[config.mk]
export PLATFORM = sky130hd
export DESIGN_NAME = pll_drp_reconfig
export DESIGN_NICKNAME = d
export VERILOG_FILES = /design/src/rtl/pll_drp_reconfig.sv
export SDC_FILE = /design/constraint.sdc
export NUM_CORES = 2
export LEC_CHECK = 0
export CORE_UTILIZATION = 60
export CTS_BUF_LIST = sky130_fd_sc_hd__clkbuf_8
export DETAILED_ROUTE_END_ITERATION = 8
export GPL_TIMING_DRIVEN = 1
export PLACE_DENSITY = 0.78
export SLEW_MARGIN = 20
export SYNTH_ARGS = -nofsm -noshare
export SYNTH_HDL_FRONTEND = slang
export SYNTH_SLANG_ARGS = --single-unit
[constraint.sdc]
create_clock -name clk -period 7 [get_ports clk]
set_clock_uncertainty 0.1 [all_clocks]
set_input_delay 0.7 -clock clk [delete_from_list [all_inputs] [get_ports clk]]
set_output_delay 0.7 -clock clk [all_outputs]
set_load 0.05 [all_outputs]
[src/rtl/pll_drp_reconfig.sv]
// pll_drp_reconfig: applies a table of read-modify-write DRP accesses to an
// MMCM. The MMCM is held in reset while the table is applied, and the block
// then waits for lock. Ends with a one-cycle done pulse and a status code.
module pll_drp_reconfig #(
  parameter int NUM_ENTRIES  = 32,
  parameter int DRDY_TIMEOUT = 255,
  parameter int LOCK_TIMEOUT = 65535
) (
  input  logic                             clk,
  input  logic                             rst_n,
  input  logic                             tbl_we,
  input  logic [$clog2(NUM_ENTRIES)-1:0]   tbl_idx,
  input  logic [6:0]                       tbl_addr,
  input  logic [15:0]                      tbl_mask,
  input  logic [15:0]                      tbl_data,
  input  logic [$clog2(NUM_ENTRIES+1)-1:0] num_entries,
  input  logic                             start,
  output logic                             busy,
  output logic                             done,
  output logic [1:0]                       err_code,
  output logic [63:0]                      reconfig_to_pll,
  input  logic [63:0]                      reconfig_from_pll
);

  localparam int IDX_W       = $clog2(NUM_ENTRIES);
  localparam int NUM_W       = $clog2(NUM_ENTRIES + 1);
  localparam int TMAX        = (LOCK_TIMEOUT > DRDY_TIMEOUT) ? LOCK_TIMEOUT : DRDY_TIMEOUT;
  localparam int CNT_W       = $clog2(TMAX + 1);
  // Lock indication is unreliable right after the MMCM leaves reset.
  localparam int LOCK_IGNORE = 4;

  localparam logic [1:0] ERR_OK    = 2'b00;
  localparam logic [1:0] ERR_DRDY  = 2'b01;
  localparam logic [1:0] ERR_LOCK  = 2'b10;
  localparam logic [1:0] ERR_COUNT = 2'b11;

  typedef enum logic [3:0] {
    IDLE, ASSERT_RST, RD_REQ, RD_WAIT, WR_REQ, WR_WAIT, NEXT, RELEASE, LOCK_WAIT, FINISH
  } state_t;

  logic [6:0]  addr_tbl [NUM_ENTRIES];
  logic [15:0] mask_tbl [NUM_ENTRIES];
  logic [15:0] data_tbl [NUM_ENTRIES];

  state_t            state_q, state_d;
  logic [NUM_W-1:0]  idx_q, idx_d, count_q, count_d;
  logic [CNT_W-1:0]  cnt_q, cnt_d;
  logic [1:0]        err_q, err_d;
  logic [15:0]       din_d, din_q;
  logic [6:0]        daddr_q;
  logic              den_q, dwe_q, mmcm_rst_q, busy_q, done_q;

  logic [15:0]       dout;
  logic              drdy, locked;
  logic [IDX_W-1:0]  cur_ent, nxt_ent;
  logic              unused_from_pll;

  assign dout            = reconfig_from_pll[15:0];
  assign drdy            = reconfig_from_pll[16];
  assign locked          = reconfig_from_pll[17];
  assign unused_from_pll = &{1'b0, reconfig_from_pll[63:18]};
  assign cur_ent         = idx_q[IDX_W-1:0];
  assign nxt_ent         = idx_d[IDX_W-1:0];

  // Register table: loaded by the host only while no update is running.
  always_ff @(posedge clk or negedge rst_n) begin
    if (!rst_n) begin
      for (int i = 0; i < NUM_ENTRIES; i++) begin
        addr_tbl[i] <= '0;
        mask_tbl[i] <= '0;
        data_tbl[i] <= '0;
      end
    end else if (tbl_we && !busy_q) begin
      addr_tbl[tbl_idx] <= tbl_addr;
      mask_tbl[tbl_idx] <= tbl_mask;
      data_tbl[tbl_idx] <= tbl_data;
    end
  end

  // Next-state logic, entry sequencing, timeout counting and status.
  always_comb begin
    state_d = state_q;
    idx_d   = idx_q;
    count_d = count_q;
    cnt_d   = cnt_q;
    err_d   = err_q;
    din_d   = '0;
    case (state_q)
      IDLE: begin
        if (start) begin
          if (num_entries == '0 || num_entries > NUM_W'(NUM_ENTRIES)) begin
            state_d = FINISH;
            err_d   = ERR_COUNT;
          end else begin
            state_d = ASSERT_RST;
            count_d = num_entries;
            idx_d   = '0;
            err_d   = ERR_OK;
          end
        end
      end
      ASSERT_RST: state_d = RD_REQ;
      RD_REQ: begin
        state_d = RD_WAIT;
        cnt_d   = '0;
      end
      RD_WAIT: begin
        if (drdy) begin
          state_d = WR_REQ;
          // Keep read bits where mask is set, take new bits elsewhere.
          din_d   = (dout & mask_tbl[cur_ent]) | (data_tbl[cur_ent] & ~mask_tbl[cur_ent]);
        end else if (cnt_q == CNT_W'(DRDY_TIMEOUT)) begin
          state_d = FINISH;
          err_d   = ERR_DRDY;
        end else begin
          cnt_d = cnt_q + CNT_W'(1);
        end
      end
      WR_REQ: begin
        state_d = WR_WAIT;
        cnt_d   = '0;
      end
      WR_WAIT: begin
        if (drdy) begin
          state_d = NEXT;
        end else if (cnt_q == CNT_W'(DRDY_TIMEOUT)) begin
          state_d = FINISH;
          err_d   = ERR_DRDY;
        end else begin
          cnt_d = cnt_q + CNT_W'(1);
        end
      end
      NEXT: begin
        idx_d   = idx_q + NUM_W'(1);
        state_d = (idx_q + NUM_W'(1) == count_q) ? RELEASE : RD_REQ;
      end
      RELEASE: begin
        state_d = LOCK_WAIT;
        cnt_d   = '0;
      end
      LOCK_WAIT: begin
        if (cnt_q >= CNT_W'(LOCK_IGNORE) && locked) begin
          state_d = FINISH;
          err_d   = ERR_OK;
        end else if (cnt_q == CNT_W'(LOCK_TIMEOUT - 1)) begin
          state_d = FINISH;
          err_d   = ERR_LOCK;
        end else begin
          cnt_d = cnt_q + CNT_W'(1);
        end
      end
      FINISH:  state_d = IDLE;
      default: state_d = IDLE;
    endcase
  end

  // State register plus DRP/status outputs registered from the next state.
  always_ff @(posedge clk or negedge rst_n) begin
    if (!rst_n) begin
      state_q    <= IDLE;
      idx_q      <= '0;
      count_q    <= '0;
      cnt_q      <= '0;
      err_q      <= ERR_OK;
      din_q      <= '0;
      daddr_q    <= '0;
      den_q      <= 1'b0;
      dwe_q      <= 1'b0;
      mmcm_rst_q <= 1'b0;
      busy_q     <= 1'b0;
      done_q     <= 1'b0;
    end else begin
      state_q    <= state_d;
      idx_q      <= idx_d;
      count_q    <= count_d;
      cnt_q      <= cnt_d;
      err_q      <= err_d;
      din_q      <= din_d;
      daddr_q    <= (state_d == RD_REQ || state_d == WR_REQ) ? addr_tbl[nxt_ent] : 7'd0;
      den_q      <= (state_d == RD_REQ || state_d == WR_REQ);
      dwe_q      <= (state_d == WR_REQ);
      mmcm_rst_q <= state_d inside {ASSERT_RST, RD_REQ, RD_WAIT, WR_REQ, WR_WAIT, NEXT};
      busy_q     <= (state_d != IDLE && state_d != FINISH);
      done_q     <= (state_d == FINISH);
    end
  end

  assign busy            = busy_q;
  assign done            = done_q;
  assign err_code        = err_q;
  assign reconfig_to_pll = {37'd0, clk, mmcm_rst_q, dwe_q, den_q, daddr_q, din_q};

endmodule

==> results.py <==
metrics = {
    "run_status": {
        "run_status": "complete, no violations",
    },
    "setup_path": {
        "start_kind": "clock port",
        "critical_path_arrival_ns": 4.43,
        "end_kind": "primary output",
        "cp.required_ns": 6.20,
        "type_of_the_worst_setup_path": "clk -> out",
        "rr_worst_depth": 9,
        "crit_fanout": 3,
    },
    "yosys": {
        "post_synth_inst_count": 4027,
        "synth-edff-count": 0,
        "mappedNetlistArea_um2": 60360,
        "synth-warning-count": 0,
        "synth_async_sr_flop_share_pct": 100.0,
        "synth.yosys.seq_area_share_pct": 54.31,
        "number_of_different_library_cells_in_the_post_synthesis_netlist": 78,
        "dominantRegCellSynth": "sky130_fd_sc_hd__dfrtp_1",
        "postSynthRegisterBits": 1310,
        "post_synth.cell_area_avg_um2": 14.99,
    },
    "timing": {
        "final-hold-violation-count": 0,
        "rsz0062_at_grt": "no",
        "whs_ns": 0.1933,
        "max-slew-margin-rel_pct": 24.01,
        "totalNegativeSetupSlack_ns": 0,
        "setup_violations": 0,
        "final-max-slew-violation-count": 0,
        "worst-slew-pin-transition_ns": 1.140,
    },
    "placed_design": {
        "port_buffer_count": 102,
        "place_congestion": 0.8188,
        "dpl.hpwl_mm": 80.47,
    },
    "min_path": {
        "hold_class": "in -> reg",
        "count_of_cells_along_the_worst_hold_path": 3,
    },
    "die": {
        "die_width_um": 319.2,
        "fp.dieArea_um2": 101900,
        "coreArea_um2": 98990,
        "floorplan.die.height_um": 319.2,
        "initial_core_util_pct": 60.98,
        "top_level_ports": 186,
        "floorplan.rows": 115,
    },
    "global_route": {
        "via_count_of_the_first_global_routing_pass": 37310,
        "grt_max_degree": 187,
        "overflow": 0,
        "grt_antenna_before_repair": 8,
        "first_pass_grt_wire_length_mm": 231.9,
        "grt_usage_pct": 30.41,
    },
    "routing": {
        "drt_initial_violations": 3095,
        "detailroute.via_count": 35640,
        "finalWirelength_mm": 150.0,
        "drc_errors": 0,
        "firstDrtPassIters": 5,
        "wl_per_cell_um": 27.46,
        "drt.antenna.violating_nets": 0,
        "viasPerCell": 6.527,
    },
    "finish": {
        "post_route_cells_drive_above_1_share_pct": 47.53,
        "area.growth.synth_to_final_pct": 9.690,
        "layout.cells.most_common": "sky130_fd_sc_hd__dfrtp_1",
        "combined_flip_flop_and_latch_cell_area_um2": 32800,
        "fillCellCount": 6980,
        "highest_count_cells_in_the_layout_ignoring_fill_and_taps": "sky130_fd_sc_hd__dfrtp_1, sky130_fd_sc_hd__mux2_2, sky130_fd_sc_hd__mux4_2, sky130_fd_sc_hd__clkbuf_8, sky130_fd_sc_hd__nand2_1",
        "multi_input_comb_area_um2": 26080,
        "layout.nets": 4127,
    },
    "clocking": {
        "cts_tree": "yes",
        "clk_pin_slew_ns": 0.06,
        "clock_insertion_delay_worst_skew_ns": 1.00,
        "cts.repair.resized": 0,
    },
    "run": {
        "cap_violations": 0,
    },
    "power": {
        "power.switching_mw": 6.939,
        "power.share.switching_pct": 31.24,
        "internal-power_mw": 15.27,
        "p_clk_share_pct": 29.3,
        "leakagePower_nw": 31.73,
        "pwr-share-seq_pct": 43.7,
        "power.density_nw_per_um2": 335.5,
        "pwr-share-comb_pct": 26.9,
        "vdd.ir_drop.worst_mv": 0.3074,
    },
}
-- state kept, by name, indices dropped and copies added (netlist names) --
register,count
den_q,1
mmcm_rst_q,1
state_q,4
err_code,2
cnt_q,16
din_q,16
addr_tbl,224
done,1
daddr_q,7
busy,1
data_tbl,512
dwe_q,1
mask_tbl,512
idx_q,6
count_q,6
-- cell usage after synthesis (all sizes together) (2+ instances only) --
cell type,number,area [um^2]
mux2,1248,14050
ha,4,50.05
a32oi,2,17.52
nor2b,19,118.9
inv,16,60.05
buf,184,975.9
or4,6,52.55
a31oi,31,209.0
nand2,235,882.1
nand4,8,50.05
dfrtp,1310,32780
nor4,9,90.09
or2,3,18.77
nor3,6,35.03
nand3,23,120.1
o21ai,17,85.08
a211oi,36,270.3
o22ai,9,62.56
a21oi,15,75.07
and4,5,43.79
nand3b,5,37.54
clkbuf,235,882.1
o31ai,3,22.52
mux4,322,7252
a211o,2,17.52
nand2b,4,25.02
nor2,55,209.0
a21o,2,15.01
o22a,6,52.55
mux2i,73,730.7
a32o,5,50.05
nor3b,3,22.52
a311o,2,20.02
a221oi,7,61.31
o221ai,6,52.55
o41ai,2,25.03
o21a,3,22.52
xor2,17,148.9
o211ai,3,27.52
and3,39,244.0
o311a,2,20.02
or3,3,18.77
and2,9,56.30
xnor2,10,87.58
a41o,6,60.06
-- final timing paths --
check	to	start	slack, ns
worst min register to register	mask_tbl[469]	mask_tbl[469]	0.40
max in group asynchronous	mask_tbl[11]	rst_n	4.82
worst max register to register	daddr_q[3]	state_q[0]	2.38
min in group asynchronous	addr_tbl[93]	rst_n	0.27
worst max-delay path	reconfig_to_pll[26]	clk	1.77
worst min-delay path	din_q[1]	reconfig_from_pll[1]	0.19
-- per-layer routing --
metal | global-route usage, % | share of wire (%) | wire [um] | up-vias
met5 | 0 | 0.0087 | 13 | -
met4 | 9.904 | 2.6 | 3901 | 2
met3 | 4.941 | 6.3 | 9430 | 257
met2 | 46.78 | 47 | 70640 | 1234
met1 | 44.70 | 44 | 65990 | 19380
li1 | - | - | - | 14770
-- power by group through the flow --
| stage | clock [mW] | combinational [mW] | sequential [mW] |
|---|---|---|---|
| 6_report | 6.52 | 5.98 | 9.72 |
| 5_1_grt | 6.96 | 6.40 | 9.88 |
| 4_1_cts | 6.63 | 6.01 | 9.70 |
| 3_5_place_dp | 0.0330 | 5.99 | 9.83 |
| 3_3_place_gp | 0.0330 | 5.88 | 9.76 |
| 2_1_floorplan | 0.0308 | 4.74 | 9.50 |
-- worst max-delay path: stages --
cell	delay, ns
sky130_fd_sc_hd__clkbuf_8	0.11
sky130_fd_sc_hd__clkbuf_8	0.12
sky130_fd_sc_hd__clkdlybuf4s50_1	0.69
-- cell families (layout without fill, tap and decap cells) --
group	after synthesis	count (layout)	synth area share (%)
buf+inv	436	539	3.192
other cells	1	45	0.006212
xor+xnor	27	27	0.3917
mux	1643	1643	36.51
compound gates	169	169	2.081
fa+ha+maj	4	4	0.08292
simple gates	437	437	3.433
flops	1310	1310	54.31
-- layout make-up --
| type | count | share of cell area [%] |
|---|---|---|
| tap | 1287 | 2.432 |
| multi-input combinational | 2317 | 39.38 |
| antenna | 8 | 0.03023 |
| clock inverter | 111 | 0.8730 |
| inverter | 17 | 0.1039 |
| sequential | 1310 | 49.53 |
| timing repair buffer | 148 | 2.184 |
| clock buffer | 263 | 5.461 |
-- repair_timing --
| action | 4_1_cts | 5_1_grt |
|---|---|---|
| hold buffers | 1 | 0 |
| setup endpoints to repair | 0 | 0 |
| buffers inserted | 0 | 0 |
| endpoints found under the hold margin | 151 | 0 |
-- stage by stage --
stage / instances / instance area [um^2] / util [%] / setup slack (ns) / power (mW)
2_1_floorplan: 4063 / 60500 / - / 2.533 / 14.27
3_3_place_gp: 5078 / 62020 / 62.65 / 1.855 / 15.67
3_5_place_dp: 5078 / 62020 / 62.65 / 1.763 / 15.85
4_1_cts: 5452 / 66210 / 66.88 / 1.766 / 22.34
5_1_grt: 5457 / 66200 / 66.87 / 1.760 / 23.24
6_report: 5461 / 66210 / 66.88 / 1.774 / 22.21
Power figures use the tool's default switching activity.
